## config.mk

```make
export PLATFORM = sky130hd
export DESIGN_NAME = uart_rx_byte
export DESIGN_NICKNAME = d
export VERILOG_FILES = /design/src/rtl/uart_rx_byte.sv
export SDC_FILE = /design/constraint.sdc
export NUM_CORES = 1
export LEC_CHECK = 0
export ABC_CLOCK_PERIOD_IN_PS = 2400
export CORE_MARGIN = 10
export CORE_UTILIZATION = 35
export DETAILED_ROUTE_END_ITERATION = 12
export PLACE_DENSITY_LB_ADDON = 0.25
export SYNTH_ARGS = -nofsm -noshare
export SYNTH_HDL_FRONTEND = slang
export SYNTH_SLANG_ARGS = --single-unit
```

## constraint.sdc

```tcl
create_clock -name clk -period 2.4 [get_ports clk]
set_input_delay 0.6 -clock clk [delete_from_list [all_inputs] [get_ports clk]]
set_output_delay 0.6 -clock clk [all_outputs]
set_load 0.02 [all_outputs]
```

## src/rtl/uart_rx_byte.sv

```systemverilog
// uart_rx_byte: UART receiver, 8N1 by default, 8E1 when UART_RX_PARITY_EN is defined.
// Samples rx at mid-bit via a baud counter and strobes write_done with each good byte.
module uart_rx_byte #(
   parameter int unsigned CLKS_PER_BIT = 868,
   parameter int unsigned SYNC_STAGES  = 2
) (
   input  logic       clk,
   input  logic       rst,
   input  logic       rx_in,
   output logic [7:0] byte_out,
   output logic       write_done,
   output logic       frame_err,
   output logic       parity_err,
   output logic       busy
);

   localparam int unsigned CW = $clog2(CLKS_PER_BIT);
   localparam logic [CW-1:0] HALF = CW'(CLKS_PER_BIT / 2 - 1);
   localparam logic [CW-1:0] LAST = CW'(CLKS_PER_BIT - 1);

   typedef enum logic [2:0] {
      StIdle, StStart, StData, StParity, StStop, StDone, StWaitHigh
   } state_e;

   state_e state_q, state_d;

   logic [SYNC_STAGES-1:0] sync_q;
   logic                   rx_s;
   logic [CW-1:0]          cnt_q, cnt_d;
   logic [2:0]             idx_q;
   logic [7:0]             shreg_q;
   logic [7:0]             byte_q;
   logic                   write_done_q;
   logic                   frame_err_q;
   logic                   counting;
   logic                   data_tick;
   logic                   stop_tick;

   // Reset to 1 so a reset never looks like a start edge.
   always_ff @(posedge clk) begin
      if (rst) sync_q <= '1;
      else     sync_q <= {sync_q[SYNC_STAGES-2:0], rx_in};
   end
   assign rx_s = sync_q[SYNC_STAGES-1];

   always_ff @(posedge clk) begin
      if (rst) state_q <= StIdle;
      else     state_q <= state_d;
   end

   always_comb begin
      state_d = state_q;
      case (state_q)
         StIdle:     if (!rx_s) state_d = StStart;
         StStart:    if (cnt_q == HALF) state_d = rx_s ? StIdle : StData;
`ifdef UART_RX_PARITY_EN
         StData:     if (cnt_q == LAST && idx_q == 3'd7) state_d = StParity;
         StParity:   if (cnt_q == LAST) state_d = StStop;
`else
         StData:     if (cnt_q == LAST && idx_q == 3'd7) state_d = StStop;
`endif
         StStop:     if (cnt_q == LAST) state_d = rx_s ? StDone : StWaitHigh;
         StDone:     state_d = StIdle;
         StWaitHigh: if (rx_s) state_d = StIdle;
         default:    state_d = StIdle;
      endcase

      // Counter wraps at each bit boundary and clears on any state change.
      cnt_d = '0;
      if (counting && state_d == state_q && cnt_q != LAST) cnt_d = cnt_q + CW'(1);
   end

   always_comb begin
      busy      = (state_q != StIdle);
      counting  = (state_q == StStart) || (state_q == StData) ||
                  (state_q == StParity) || (state_q == StStop);
      data_tick = (state_q == StData) && (cnt_q == LAST);
      stop_tick = (state_q == StStop) && (cnt_q == LAST);
   end

`ifdef UART_RX_PARITY_EN
   logic parity_tick;
   logic par_bad_q;
   logic par_err_q;

   assign parity_tick = (state_q == StParity) && (cnt_q == LAST);

   always_ff @(posedge clk) begin
      if (rst) begin
         par_bad_q <= 1'b0;
         par_err_q <= 1'b0;
      end else begin
         par_err_q <= 1'b0;
         if (parity_tick) par_bad_q <= (^shreg_q) ^ rx_s;
         if (state_q == StDone && par_bad_q) par_err_q <= 1'b1;
      end
   end
   assign parity_err = par_err_q;
`else
   logic par_bad_q;
   assign par_bad_q  = 1'b0;
   assign parity_err = 1'b0;
`endif

   always_ff @(posedge clk) begin
      if (rst) begin
         cnt_q        <= '0;
         idx_q        <= '0;
         shreg_q      <= '0;
         byte_q       <= '0;
         write_done_q <= 1'b0;
         frame_err_q  <= 1'b0;
      end else begin
         cnt_q        <= cnt_d;
         write_done_q <= 1'b0;
         frame_err_q  <= 1'b0;
         if (state_q == StStart) idx_q <= '0;
         if (data_tick) begin
            shreg_q[idx_q] <= rx_s;
            idx_q          <= idx_q + 3'd1;
         end
         if (stop_tick && !rx_s) frame_err_q <= 1'b1;
         if (state_q == StDone && !par_bad_q) begin
            byte_q       <= shreg_q;
            write_done_q <= 1'b1;
         end
      end
   end

   assign byte_out   = byte_q;
   assign write_done = write_done_q;
   assign frame_err  = frame_err_q;

endmodule

```

==> flow_metrics.env, run 1 <==
export IMPL_die_x_um=88.8
export IMPL_drt_iter0_drc=86
export IMPL_critPathMaxStageDelay_ns=0.54
export IMPL_worst_r2r_setup_slack_ns=0.51
export IMPL_status="completed"
export IMPL_cp_buffers_inverters=1
export IMPL_cts_tree="done"
export IMPL_clk_latency_ns=0.29
export IMPL_synthCells=171
export IMPL_synth_ff_type="dfxtp_1"
export IMPL_clock_sinks=36
export IMPL_grt_overflow_total=0
export IMPL_cts_setup_buffers=0
export IMPL_fin_crit_sh=0.930
export IMPL_grt_util_all_layers=0.0888
export IMPL_cap_violations=0
export IMPL_numCtsBuffers=5
export IMPL_ys_types=43
export IMPL_whs_path_depth=1
export IMPL_rsz0062_at_grt="no"
export IMPL_portBuffers=13
export IMPL_min_period_ns=2.23
export IMPL_cp_start_kind="flop"
export IMPL_synth_largest_area_cell="dfxtp_1"
export IMPL_worst_slew_pin_slew_ns=0.640
export IMPL_syn_area_mm2=0.00166
export IMPL_vias_per_cell=5.22
export IMPL_syn2layout_area_growth_pct=13.5
export IMPL_path_clk_slew_ns=0.07
export IMPL_dp_hpwl_um=2250
export IMPL_synth_area_top_cells="dfxtp_1 (44%), mux2i_1 (8.5%), nor2_1 (5.4%)"
export IMPL_final_nets=186
export IMPL_core_rowCount=24
export IMPL_io_pins=15
export IMPL_cp_top_family="buffers and inverters"
export IMPL_async_flop_share=0
export IMPL_die_h_um=88.8
export IMPL_hold_start="sync_q[0]"
export IMPL_hold_end="sync_q[1]"
export IMPL_path_max_fanout=12
export IMPL_drc=0
export IMPL_r2r_start="state_q[1]"
export IMPL_synth_edf_count=0
export IMPL_drt_pass1_iterations=4
export IMPL_core_area_mm2=0.00447
export IMPL_first_global_vias=1124
export IMPL_cts_htree_levels=2
export IMPL_die_area_mm2=0.00788
export IMPL_post_place_ws_ns=0.475
export IMPL_ant_nets=0
export IMPL_power_total_uw=1060
export IMPL_root_buffer="clkbuf_8"
export IMPL_synth_seq_area_share=0.435
export IMPL_path_cells="or3_1 > clkdlybuf4s50_1"
export IMPL_synth_warnings=0
export IMPL_grt_pass1_wl_um=5490
export IMPL_antenna_found_initial=0
export IMPL_cp_slowest_cell="clkdlybuf4s50_1"
export IMPL_wire_per_inst_um=13.8
export IMPL_avgSynthCellArea_um2=9.68
export IMPL_slew_limit_headroom=0.572
export IMPL_n_antenna_cell=0
export IMPL_synth_top_area_frac=0.435
export IMPL_arrival_ns=1.63
export IMPL_required_ns=1.80
export IMPL_ys_ff_latch=36
export IMPL_ctsResizeCount=0
export IMPL_wirelength_um=3210
export IMPL_setup_tns_ns=0
export IMPL_syn_nets=178
export IMPL_fmax_mhz=448
export IMPL_power_density_mw_per_mm2=562
export IMPL_fin_util=0.420
export IMPL_postCtsHoldBufs=0
export IMPL_num_vias=1210
export IMPL_final_hold_violation_count=0
export IMPL_worst_slack_ns=0.167
export IMPL_leakagePower_uw=0.000706
export IMPL_drv_slew=0
export IMPL_gp_congestion=0.832
export IMPL_clk_path_buf_depth=2
export IMPL_ff2ff_path_depth=4
export IMPL_cp_end_kind="primary output"
export IMPL_worstHoldPathType="flop to flop"
export IMPL_drive_above_1_share=0.117
export IMPL_timing_rr_end="shreg_q[5]"
export IMPL_start_util=0.370
export IMPL_criticalPathCategory="flop to primary output"
export IMPL_skew_ns=0.00798
export IMPL_peakVddDrop_uv=267
export IMPL_fill_cells=433
export IMPL_grt_start_max_net_pins=18
export IMPL_setup_viol=0
==> cell type report <==
class	count	area, um2	share of cell area
Clock buffer	5	68.8	0.0366
Timing Repair Buffer	15	145	0.0772
Inverter	3	11.3	0.00599
Multi-Input combinational cell	118	850	0.452
Tap cell	52	65.1	0.0346
Clock inverter	3	18.8	0.00999
Sequential cell	36	721	0.383
==> cells in the final DEF (no fill, tap or decap), types with 5 or more instances in the layout <==
cell,netlist,layout
dfxtp_1,36,36
clkdlybuf4s50_1,0,13
mux2i_1,14,14
nand2_1,10,10
nand3_1,8,8
clkbuf_8,0,5
nor2_1,24,24
xor2_1,5,5
==> cell usage after synthesis, types with 3 or more instances <==
cell type / instances
dfxtp_1: 36
nor2_1: 24
mux2i_1: 14
nand2_1: 10
nand3_1: 8
buf_2: 5
clkbuf_1: 5
xor2_1: 5
ha_1: 4
nand4_1: 4
o31ai_1: 4
xnor2_1: 4
inv_1: 3
nor4b_2: 3
o211ai_1: 3
o21ai_0: 3
or2_2: 3
==> metrics by stage <==
| step | hold slack (ns) | instances | instance area (um2) |
|---|---|---|---|
| after floorplan | 0.389 | 171 | 1660 |
| after global placement | 0.402 | 224 | 1790 |
| after detailed placement | 0.413 | 224 | 1790 |
| after CTS | 0.432 | 232 | 1880 |
| after global routing | 0.435 | 232 | 1880 |
| final | 0.427 | 232 | 1880 |
==> registers in the layout, summed over array words and instances, names as in the netlist <==
register and flops:
byte_out 8, cnt_q 10, frame_err 1, idx_q 3, shreg_q 8, state_q 3, sync_q 2, write_done 1
==> power breakdown <==
part	switching [uW]	internal, uW	total [uW]
Sequential	4.23	600	604
Combinational	20.9	13.1	34.0
Clock	215	202	417
==> cell families after synthesis <==
group                      share of synthesized area
adders and majority gates                     0.0302
DFF                                            0.435
muxes                                         0.0847
and+or+nand+nor                                0.267
other                                        0.00227
AOI/OAI and AO/OA                             0.0816
buffers and inverters                         0.0514
xor gates and xnor gates                      0.0476
==> worst max-delay path by stage <==
stage / startpoint / endpoint / slack, ns / cells after the start
finish: state_q[1] / busy / 0.17 / 2
floorplan: cnt_q[0] / cnt_q[2] / 0.78 / 7
detailed placement: rst / frame_err / 0.48 / 5
global placement: state_q[1] / busy / 0.49 / 2
global route: state_q[1] / busy / 0.09 / 2
CTS: state_q[1] / busy / 0.17 / 2
==> metal layers <==
| layer | part of all wire | track usage | vias up | routed length (um) |
|---|---|---|---|---|
| met1 | 0.49 | 0.111 | 564 | 1560 |
| met3 | 0.067 | 0.0404 | 5 | 215 |
| met5 | 0 | 0 | - | 0 |
| li1 | - | - | 616 | - |
| met2 | 0.43 | 0.130 | 25 | 1390 |
| met4 | 0.013 | 0.0352 | 0 | 43 |
Power figures use the tool's default switching activity.
==> inputs of run 2 (changes only) <==
--- a/config.mk
+++ b/config.mk
@@ -5,10 +5,11 @@
 export SDC_FILE = /design/constraint.sdc
 export NUM_CORES = 1
 export LEC_CHECK = 0
-export ABC_CLOCK_PERIOD_IN_PS = 2400
+export ABC_CLOCK_PERIOD_IN_PS = 2000
 export CORE_MARGIN = 10
-export CORE_UTILIZATION = 35
+export CORE_UTILIZATION = 50
 export DETAILED_ROUTE_END_ITERATION = 12
+export GPL_TIMING_DRIVEN = 0
 export PLACE_DENSITY_LB_ADDON = 0.25
 export SYNTH_ARGS = -nofsm -noshare
 export SYNTH_HDL_FRONTEND = slang
==> constraint.sdc (replaced) <==
create_clock -name clk -period 2 [get_ports clk]
set_input_delay 0.5 -clock clk [delete_from_list [all_inputs] [get_ports clk]]
set_output_delay 0.5 -clock clk [all_outputs]
set_load 0.02 [all_outputs]
==> flow_metrics.env, run 2 (synthesis gave the netlist of run 1 again) <==
export IMPL_regMostFlops="cnt_q"
export IMPL_cts_tree="done"
export IMPL_final_hold_violation_count=0
export IMPL_drv_slew=0
export IMPL_antenna_found_initial=0
export IMPL_p_comb_frac=0.034
export IMPL_die_h_um=77.5
export IMPL_final_common_cell="dfxtp_1"
export IMPL_grt_pass1_wl_um=5510
export IMPL_fill_cells=279
export IMPL_die_x_um=77.5
export IMPL_core_area_mm2=0.00310
export IMPL_p_int_uw=998
export IMPL_gp_congestion=0.809
export IMPL_skew_ns=0.00629
export IMPL_leakagePower_uw=0.000733
export IMPL_io_pins=15
export IMPL_p_seq_frac=0.568
export IMPL_peakVddDrop_uv=411
export IMPL_grt_util_all_layers=0.113
export IMPL_critPathMaxStageDelay_ns=0.34
export IMPL_clockPowerShare=0.398
export IMPL_p_sw_frac=0.216
export IMPL_drive_above_1_share=0.141
export IMPL_cp_top_family="flip-flops"
export IMPL_p_sw_uw=274
export IMPL_arrival_ns=1.36
export IMPL_n_antenna_cell=0
export IMPL_cp_common_cell="buf_2"
export IMPL_drt_pass1_iterations=4
export IMPL_start_util=0.533
export IMPL_fmax_mhz=538
export IMPL_power_density_mw_per_mm2=667
export IMPL_drt_iter0_drc=53
export IMPL_cts_htree_levels=2
export IMPL_cp_buffers_inverters=2
export IMPL_cap_violations=0
export IMPL_first_global_vias=1206
export IMPL_regArea_um2=721
export IMPL_wire_per_inst_um=13.4
export IMPL_largest_reg_flops=10
export IMPL_grt_start_max_net_pins=12
export IMPL_dp_hpwl_um=2270
export IMPL_rsz0062_at_grt="no"
export IMPL_setup_tns_ns=0
export IMPL_cp_end_kind="primary output"
export IMPL_wirelength_um=3160
export IMPL_clock_sinks=36
export IMPL_numCtsBuffers=5
export IMPL_ant_nets=0
export IMPL_path_cells="buf_2 > or3_1 > buf_2"
export IMPL_setup_viol=0
export IMPL_clk_latency_ns=0.35
export IMPL_multiInputGateArea_um2=850
export IMPL_status="completed"
export IMPL_cp_start_kind="flop"
export IMPL_postCtsHoldBufs=0
export IMPL_grt_overflow_total=0
export IMPL_cp_slowest_cell="dfxtp_1"
export IMPL_required_ns=1.50
export IMPL_fin_util=0.615
export IMPL_min_period_ns=1.86
export IMPL_path_clk_slew_ns=0.11
export IMPL_path_max_fanout=10
export IMPL_vias_per_cell=5.17
export IMPL_cts_setup_buffers=0
export IMPL_fin_crit_sh=0.929
export IMPL_clk_path_buf_depth=2
export IMPL_root_buffer="clkbuf_4"
export IMPL_worstHoldPathType="flop to flop"
export IMPL_die_area_mm2=0.00601
export IMPL_portBuffers=13
export IMPL_core_rowCount=20
export IMPL_drc=0
export IMPL_final_cell_mix="dfxtp_1 (36), nor2_1 (24), mux2i_1 (14), clkdlybuf4s50_1 (12), nand2_1 (10)"
export IMPL_final_nets=197
export IMPL_num_vias=1216
export IMPL_criticalPathCategory="flop to primary output"
export IMPL_syn2layout_area_growth_pct=15.3
==> run 2: changes by cell type in the layout (fill, tap and decap cells not counted), sizes merged <==
cell           change
buf                +8
clkbuf             +5
clkinv             -2
bufinv             +1
clkdlybuf4s50      -1
==> run 2: power groups by stage <==
stage          clock network, uW  registers (uW)  logic [uW]
2_1_floorplan                  0             738        29.1
3_3_place_gp                   0             739        42.5
3_5_place_dp                   0             739        43.9
4_1_cts                      515             723        43.7
5_1_grt                      544             724        47.8
6_report                     507             723        42.6
==> run 2: repair_timing <==
item / 4_1_cts / 5_1_grt
resized for setup: 3 / 1
gates cloned: 0 / 0
endpoints found under the setup margin: 1 / 1
==> run 2: worst paths after layout <==
path / start / end / slack (ns) / depth (start not counted)
worst max-delay path: state_q[1] / busy / 0.14 / 3
worst min-delay path: sync_q[0] / sync_q[1] / 0.42 / 1
worst max register to register: cnt_q[0] / shreg_q[4] / 0.18 / 5
worst min register to register: sync_q[0] / sync_q[1] / 0.42 / 1
==> run 2: metrics by stage <==
stage                     cell area [um2]  total power (uW)  hold WS (ns)  std cells  worst slack (ns)
after floorplan                      1660               768         0.389        171             0.375
final                                1910              1270         0.422        235             0.142
after CTS                            1910              1280         0.425        235            0.0294
after global routing                 1910              1320         0.461        235            0.0735
after global placement               1840               782         0.402        228            0.0906
after detailed placement             1840               783         0.399        228            0.0277
==> run 2: metal layers <==
| layer | wire length, um | up-vias | global-route usage |
|---|---|---|---|
| li1 | - | 635 | - |
| met1 | 1480 | 552 | 0.129 |
| met2 | 1460 | 22 | 0.177 |
| met3 | 147 | 7 | 0.0507 |
| met4 | 71 | 0 | 0.0493 |
| met5 | 0 | - | 0 |
==> run 2: cell type report <==
type                       count  area share
clock buffer                   6      0.0216
clock inverter                 2      0.0184
inverter                       3     0.00590
buffer                        13      0.0367
timing repair buffer          13      0.0656
tap                           44      0.0289
sequential                    36       0.378
multi-input combinational    118       0.445
==> inputs of run 3 (changes only) <==
--- a/config.mk
+++ b/config.mk
@@ -5,9 +5,10 @@
 export SDC_FILE = /design/constraint.sdc
 export NUM_CORES = 1
 export LEC_CHECK = 0
+export ABC_AREA = 1
 export ABC_CLOCK_PERIOD_IN_PS = 2000
 export CORE_MARGIN = 10
-export CORE_UTILIZATION = 50
+export CORE_UTILIZATION = 51
 export DETAILED_ROUTE_END_ITERATION = 12
 export GPL_TIMING_DRIVEN = 0
 export PLACE_DENSITY_LB_ADDON = 0.25
==> flow_metrics.env, run 3 <==
export IMPL_synth_largest_area_cell="dfxtp_1"
export IMPL_drc=0
export IMPL_cts_htree_levels=2
export IMPL_root_buffer="clkbuf_4"
export IMPL_drive_above_1_share=0.177
export IMPL_synth_ff_type="dfxtp_1"
export IMPL_setup_tns_ns=0
export IMPL_path_cells="inv_2 > nand2_1 > dlygate4sd2_1"
export IMPL_syn_area_mm2=0.00172
export IMPL_r2r_start="cnt_q[0]"
export IMPL_cp_buffers_inverters=2
export IMPL_clock_sinks=36
export IMPL_startpoint="state_q[0]"
export IMPL_clk_latency_ns=0.34
export IMPL_crit_cells=3
export IMPL_arrival_ns=1.30
export IMPL_rsz0062_at_grt="no"
export IMPL_critPathMaxStageDelay_ns=0.43
export IMPL_leakagePower_uw=0.000707
export IMPL_die_x_um=78.0
export IMPL_first_global_vias=1296
export IMPL_clockPowerShare=0.343
export IMPL_ant_nets=0
export IMPL_min_period_ns=1.80
export IMPL_postCtsHoldBufs=0
export IMPL_dp_hpwl_um=2220
export IMPL_grt_overflow_total=0
export IMPL_peakVddDrop_uv=369
export IMPL_n_antenna_cell=0
export IMPL_timing_rr_end="shreg_q[7]"
export IMPL_largest_reg_flops=10
export IMPL_worst_slack_ns=0.201
export IMPL_core_rowCount=20
export IMPL_grt_pass1_wl_um=5550
export IMPL_syn_nets=218
export IMPL_antenna_found_initial=0
export IMPL_status="completed"
export IMPL_die_area_mm2=0.00608
export IMPL_portBuffers=12
export IMPL_p_seq_frac=0.602
export IMPL_ys_ff_latch=36
export IMPL_async_flop_share=0
export IMPL_io_pins=15
export IMPL_gp_congestion=0.867
export IMPL_avgSynthCellArea_um2=8.13
export IMPL_cts_setup_buffers=0
export IMPL_synth_edf_count=0
export IMPL_synth_top_area_frac=0.420
export IMPL_cp_slowest_cell="dfxtp_1"
export IMPL_numCtsBuffers=5
export IMPL_fin_crit_sh=0.899
export IMPL_syn2layout_area_growth_pct=13.7
export IMPL_synthTopCellsByCount="dfxtp_1 (36), inv_1 (34), nand2_1 (24), a21oi_1 (21), nor2_1 (13)"
export IMPL_post_place_ws_ns=0.289
export IMPL_crit_path_end="busy"
export IMPL_final_common_cell="dfxtp_1"
export IMPL_place_area_mm2=0.00189
export IMPL_drt_iter0_drc=81
export IMPL_ys_types=33
export IMPL_grt_start_max_net_pins=12
export IMPL_p_sw_uw=294
export IMPL_synth_seq_area_share=0.420
export IMPL_power_total_uw=1200
export IMPL_final_nets=237
export IMPL_cp_end_kind="primary output"
export IMPL_synthCells=211
export IMPL_p_comb_frac=0.055
export IMPL_final_cell_mix="dfxtp_1 (36), inv_1 (34), nand2_1 (24), a21oi_1 (21), nor2_1 (13)"
export IMPL_ff2ff_path_depth=10
export IMPL_worstHoldPathType="flop to flop"
export IMPL_cp_top_family="buffers and inverters"
export IMPL_drt_pass1_iterations=7
export IMPL_die_h_um=78.0
export IMPL_setup_viol=0
export IMPL_fmax_mhz=556
export IMPL_yosysMostFrequentCell="dfxtp_1"
export IMPL_criticalPathCategory="flop to primary output"
export IMPL_num_vias=1355
export IMPL_synth_area_top_cells="dfxtp_1 (42%), inv_1 (7.4%), nor3_2 (6.4%)"
export IMPL_cts_tree="done"
export IMPL_skew_ns=0.00193
export IMPL_vias_per_cell=4.93
export IMPL_final_hold_violation_count=0
export IMPL_worst_r2r_setup_slack_ns=0.28
export IMPL_wirelength_um=3040
export IMPL_regMostFlops="cnt_q"
export IMPL_grt_util_all_layers=0.110
export IMPL_fill_cells=306
export IMPL_clk_path_buf_depth=2
export IMPL_power_density_mw_per_mm2=616
export IMPL_p_sw_frac=0.245
export IMPL_p_int_uw=907
export IMPL_path_clk_slew_ns=0.11
export IMPL_cp_start_kind="flop"
export IMPL_drv_slew=0
export IMPL_fin_area_mm2=0.00195
export IMPL_path_max_fanout=5
export IMPL_wire_per_inst_um=11.0
export IMPL_start_util=0.548
export IMPL_cap_violations=0
export IMPL_synth_warnings=0
export IMPL_required_ns=1.50
export IMPL_core_area_mm2=0.00313
## run 3: cell count changes after synthesis, sizes merged, moves of 13 or more
| cell | change |
|---|---|
| nor3 | +14 |
| a21oi | +20 |
| nand2 | +20 |
| o21ai | +13 |
| inv | +32 |
| mux2i | -14 |
## run 3: kinds of logic after synthesis
group / Yosys count / share of synthesized area
AND/OR/NAND/NOR: 80 / 0.287
XOR/XNOR: 8 / 0.0408
buffers and inverters: 42 / 0.0985
AO/OA/AOI/OAI: 40 / 0.123
flip-flops: 36 / 0.420
other: 1 / 0.00219
adder cells (fa/ha/maj): 4 / 0.0292
## run 3: metal layers
| layer | up-vias | track usage | share of wire |
|---|---|---|---|
| met2 | 36 | 0.174 | 0.44 |
| met3 | 6 | 0.0380 | 0.057 |
| met5 | - | 0 | 0 |
| met1 | 602 | 0.133 | 0.49 |
| met4 | 0 | 0.0484 | 0.0092 |
| li1 | 711 | - | - |
## run 3: layout make-up
class / instances / area, um2 / area share
clock inverters: 2 / 10.0 / 0.00513
multi-input cells: 133 / 826 / 0.423
repair buffers: 12 / 119 / 0.0609
well taps: 44 / 55.1 / 0.0282
clock buffers: 6 / 51.3 / 0.0263
inverters: 37 / 145 / 0.0744
plain buffers: 5 / 23.8 / 0.0122
flip-flops and latches: 36 / 721 / 0.369
## run 3: what timing repair did
action	in CTS	in global routing
resized for setup	1	0
endpoints found under the hold margin	0	0
setup endpoints to repair	1	0
## run 3: how the worst min path moves through the flow
stage / cells past startpoint / slack (ns) / end / startpoint
6_report: 1 / 0.42 / sync_q[1] / sync_q[0]
4_1_cts: 1 / 0.42 / sync_q[1] / sync_q[0]
3_3_place_gp: 1 / 0.39 / sync_q[1] / sync_q[0]
3_5_place_dp: 1 / 0.40 / sync_q[1] / sync_q[0]
2_1_floorplan: 1 / 0.39 / sync_q[1] / sync_q[0]
5_1_grt: 1 / 0.43 / sync_q[1] / sync_q[0]
## run 3: power groups by stage
stage,clock network (uW),registers (uW),logic (uW)
after floorplan,0,739,51.7
after global placement,0,739,66.1
after detailed placement,0,740,67.4
after CTS,424,723,66.7
after global routing,457,724,75.8
final,412,723,65.8
## run 3: per-stage QoR
stage	utilization	hold WS, ns	cells
floorplan	-	0.389	211
global placement	0.604	0.393	267
detailed placement	0.604	0.397	267
CTS	0.624	0.423	275
global route	0.624	0.428	275
finish	0.624	0.420	275
